===== src/rtl/trace_capture.sv =====
// Trace capture buffer: arms on request, triggers when ch0 matches trig_val,
// captures multi-channel samples (every cycle or only on change) into a FIFO,
// then lets the host drain the buffer in write order.
module trace_capture #(
  parameter int unsigned W     = 16,
  parameter int unsigned NCH   = 4,
  parameter int unsigned DEPTH = 16
) (
  input  logic                     clk,
  input  logic                     rst,
  input  logic [NCH*W-1:0]         ch_in,
  input  logic                     arm,
  input  logic                     abort,
  input  logic                     mode,
  input  logic [W-1:0]             trig_val,
  input  logic                     rd_en,
  output logic [NCH*W-1:0]         rd_data,
  output logic                     rd_valid,
  output logic [$clog2(DEPTH):0]   count,
  output logic [1:0]               state,
  output logic                     full,
  output logic                     empty
);

  localparam int unsigned AW = $clog2(DEPTH);
  localparam int unsigned CW = AW + 1;
  localparam int unsigned DW = NCH * W;

  typedef enum logic [1:0] {
    IDLE    = 2'b00,
    ARMED   = 2'b01,
    CAPTURE = 2'b10,
    DONE    = 2'b11
  } state_t;

  state_t          state_q;
  state_t          state_nxt;
  logic [AW-1:0]   wr_ptr;
  logic [AW-1:0]   rd_ptr;
  logic            mode_q;
  logic [DW-1:0]   last_wr;
  logic [DW-1:0]   mem [DEPTH];

  logic            wr_en;
  logic            rd_fire;
  logic            clr;

  assign state = state_q;
  assign full  = (count == CW'(DEPTH));
  assign empty = (count == CW'(0));

  // State register
  always_ff @(posedge clk or posedge rst) begin
    if (rst) state_q <= IDLE;
    else     state_q <= state_nxt;
  end

  // Next-state and write/read/clear strobes; abort beats arm beats everything else
  always_comb begin
    state_nxt = state_q;
    wr_en     = 1'b0;
    rd_fire   = 1'b0;
    clr       = 1'b0;
    if (abort) begin
      state_nxt = IDLE;
      clr       = 1'b1;
    end else if (arm) begin
      state_nxt = ARMED;
      clr       = 1'b1;
    end else begin
      case (state_q)
        IDLE: ;
        ARMED: begin
          if (ch_in[W-1:0] == trig_val) begin
            wr_en     = 1'b1;
            state_nxt = CAPTURE;
          end
        end
        CAPTURE: begin
          if (!full && (!mode_q || (ch_in != last_wr))) wr_en = 1'b1;
          if (wr_en && (count == CW'(DEPTH - 1))) state_nxt = DONE;
        end
        DONE: begin
          if (rd_en && !empty) begin
            rd_fire = 1'b1;
            if (count == CW'(1)) state_nxt = IDLE;
          end
        end
        default: state_nxt = IDLE;
      endcase
    end
  end

  // Pointers, occupancy, read port and latched capture mode
  always_ff @(posedge clk or posedge rst) begin
    if (rst) begin
      wr_ptr   <= '0;
      rd_ptr   <= '0;
      count    <= '0;
      rd_data  <= '0;
      rd_valid <= 1'b0;
      mode_q   <= 1'b0;
      last_wr  <= '0;
    end else if (clr) begin
      wr_ptr   <= '0;
      rd_ptr   <= '0;
      count    <= '0;
      rd_valid <= 1'b0;
      if (!abort) mode_q <= mode;
    end else begin
      rd_valid <= rd_fire;
      if (wr_en) begin
        wr_ptr  <= wr_ptr + AW'(1);
        count   <= count + CW'(1);
        last_wr <= ch_in;
      end
      if (rd_fire) begin
        rd_ptr  <= rd_ptr + AW'(1);
        count   <= count - CW'(1);
        rd_data <= mem[rd_ptr];
      end
    end
  end

  // Capture storage; contents are don't-care until written
  always_ff @(posedge clk) begin
    if (wr_en) mem[wr_ptr] <= ch_in;
  end

endmodule


===== config.mk =====
export PLATFORM = sky130hd
export DESIGN_NAME = trace_capture
export DESIGN_NICKNAME = d
export VERILOG_FILES = /design/src/rtl/trace_capture.sv
export SDC_FILE = /design/constraint.sdc
export NUM_CORES = 1
export LEC_CHECK = 0
export ABC_AREA = 0
export CORE_ASPECT_RATIO = 0.9
export CORE_MARGIN = 8
export CORE_UTILIZATION = 50
export CTS_BUF_LIST = sky130_fd_sc_hd__clkbuf_8
export DETAILED_ROUTE_END_ITERATION = 10
export PLACE_DENSITY = 0.76
export SLEW_MARGIN = 25
export SYNTH_ARGS = -nofsm -noshare
export SYNTH_HDL_FRONTEND = slang
export SYNTH_SLANG_ARGS = --single-unit

===== constraint.sdc =====
create_clock -name clk -period 6.2 [get_ports clk]
set_clock_uncertainty 0.05 [all_clocks]
set_input_delay 1.24 -clock clk [delete_from_list [all_inputs] [get_ports clk]]
set_output_delay 1.24 -clock clk [all_outputs]
set_load 0.02 [all_outputs]

==> impl_metrics.ini <==
[global_routing]
antenna_found_initial = 3
grt_pass1_vias = 23240
grt.total_usage = 0.2086
grt.overflow.total = 0
grt_max_degree = 111
grt_pass1_wl_um = 156300

[timing]
layout_setup_ws_ns = 1.166
period_share = 0.8119
rsz0062_at_grt = false
max-slew-margin-rel = 0.3435
finalSetupViolCount = 0
max_freq_mhz = 198.6
hold_viol = 0
min_period_ns = 5.034
drv_slew = 0
tns_ns = 0
tightest_slew_ns = 0.9817

[power]
ir_drop_mv = 0.1824
power.leakage_uw = 0.01724
powerDensity_nw_per_um2 = 284.2

[detailed_routing]
ant_nets = 0
finalWirelength_um = 105000
wl_met2_um = 50580
drtIter0Drc = 2591
met1_length_um = 42840
wl_met3_um = 9644
viasPerCell = 5.985
vias = 22160
highest_layer = met5
drc = 0
dr.pass1.iters = 7
wl_per_cell_um = 28.35

[cts]
clk_latency_ns = 0.83
cts_sinks = 1169
cts_max_path_buffers = 3
cts_setup_buffers = 0
path_clk_slew_ns = 0.06
cts_hold_buffers = 0
root_buffer = clkbuf_8
cts_tree = done
cts_max_level = 4
cts_resized = 0
cts_buffers = 177

[floorplanning]
die_y_um = 302.9
die_w_um = 334.8
core-area_um2 = 90910
io_pins = 160
start_util = 0.5030
fp-row-count = 105
dieArea_um2 = 101400

[setup_path]
worst-path-buf-inv = 4
crit_fanout = 24
cpPeakStageDelay_ns = 0.79
path_class = in -> reg
cp-start-kind = primary input
worstPathCellList = clkdlybuf4s50_1 > xor2_1 > nor4_1 > nand4_1 > nor3b_4 > buf_4 > inv_2 > a21oi_4 > and4_4 > buf_4
cp-end-kind = register
crit_top_cell = buf_4
cp_top_family = simple AND/OR/NAND/NOR gates
cpMaxStageDelayCell = clkdlybuf4s50_1
arrival_ns = 5.47
crit_required_ns = 6.64

[finish]
drive_gt1_frac = 0.3211
nets = 2427
area_growth_pct = 15.63
antennaDiodeCount = 0
fin_area_um2 = 52870
stdcell_count = 3703

[job]
maxCapViolations = 0

[yosys]
ys_warn_count = 0
ys.flop_type = edfxtp_1
synth_seq_cells = 1169
syn_area_per_cell_um2 = 22.93
yosysTopAreaCellShare = 0.6724
synth_area_leaders = edfxtp_1 (67%), mux4_2 (16%), dfrtp_1 (7.9%), mux2_4 (1.8%), mux2_2 (1.8%)
syn_nets = 2092
syn-cell-area_um2 = 45730
ys_top_cells_by_count = edfxtp_1 (1,024), mux4_2 (320), dfrtp_1 (145)
yosysMostFrequentCell = edfxtp_1
synth.distinct_cells = 53
synth.yosys.seq_area_share = 0.7518
async_flop_share = 0.1240
synth_cells = 1994
synth_top_cell_by_area = edfxtp_1
synth_edf_count = 1024

[placed_design]
dp.cells = 3379
dpl-instance-area_um2 = 49540
place_hpwl_um = 63800
pre_cts_slack_ns = 0.5038
place.gp.congestion = 0.8939
io_buffers = 159

[run_status]
status = complete, no violations

[worst_hold_path]
min_path_type = reg -> reg
report_power, final:
group	leakage (uW)	internal (uW)	switching [uW]
Sequential	0.0112	8620	44.0
Combinational	0.00410	194	294
Clock	0.00195	2960	2920
Total	0.0172	11800	3260
sequential cells by signal (all words and copies together), names as in the netlist:
name,count
rd_ptr,4
last_wr,64
state,2
count,5
mode_q,1
mem,1024
rd_valid,1
wr_ptr,4
rd_data,64
cells by family (layout without fill, tap and decap cells):
group	after synthesis	after routing	synth area share
AO/OA/AOI/OAI	33	33	0.005610
XOR/XNOR	73	73	0.01398
adder cells (fa/ha/maj)	12	12	0.003283
buffers and inverters	114	593	0.01149
flip-flops	1169	1169	0.7518
multiplexers	451	451	0.1943
AND/OR/NAND/NOR	142	142	0.01954
cell type report:
type                    instances  area (um^2)
flip-flops and latches       1169        34390
repair buffers                250         2670
inverters                      20        80.08
clock buffers                 189         2601
multi-input cells             711        10890
well taps                    1230         1539
fillers                      6314        38040
clock inverters               134        703.2
path summary, 6_finish.rpt:
| check | from | endpoint | slack (ns) | cells past startpoint |
|---|---|---|---|---|
| max | ch_in[8] | mem[15][48]$_DFFE_PP_ | 1.17 | 10 |
| max reg2reg | count[0]$_DFFE_PP0P_ | mem[15][48]$_DFFE_PP_ | 2.37 | 9 |
| min reg2reg | rd_data[53]$_DFFE_PP0P_ | rd_data[53]$_DFFE_PP0P_ | 0.45 | 1 |
| min | rd_data[53]$_DFFE_PP0P_ | rd_data[53]$_DFFE_PP0P_ | 0.45 | 1 |
| max in group asynchronous | rst | rd_ptr[2]$_DFFE_PP0P_ | 4.05 | 3 |
| min in group asynchronous | rst | rd_data[46]$_DFFE_PP0P_ | 0.88 | 2 |
cell usage in the layout, fill, tap and decap left out, types with 5 or more instances in the layout:
cell	count
a21oi_1	7
and4b_4	8
buf_12	30
buf_4	60
clkbuf_8	189
clkdlybuf4s50_1	159
clkinv_1	31
clkinv_2	20
dfrtp_1	141
edfxtp_1	1024
ha_1	12
inv_1	86
mux2_2	73
mux2_4	55
mux4_2	320
nand2_1	15
nand2b_1	12
nand3_1	12
nand4_1	31
nand4b_1	5
nor2_1	12
nor3_1	12
nor4_1	11
xnor2_1	52
xor2_1	21
layer usage:
metal,global-route usage,up-vias
met2,0.3318,1122
met4,0.04857,6
met3,0.05654,171
met1,0.2907,11780
met5,0,-
li1,-,9087
metrics by stage:
stage	hold slack (ns)	utilization	total power [uW]
floorplan	0.4443	-	9004
global placement	0.4382	0.5449	9279
detailed placement	0.4441	0.5449	9301
CTS	0.4578	0.5813	15140
global route	0.4718	0.5816	15500
finish	0.4536	0.5816	15030
No activity file was read; power rests on OpenSTA's default activity.
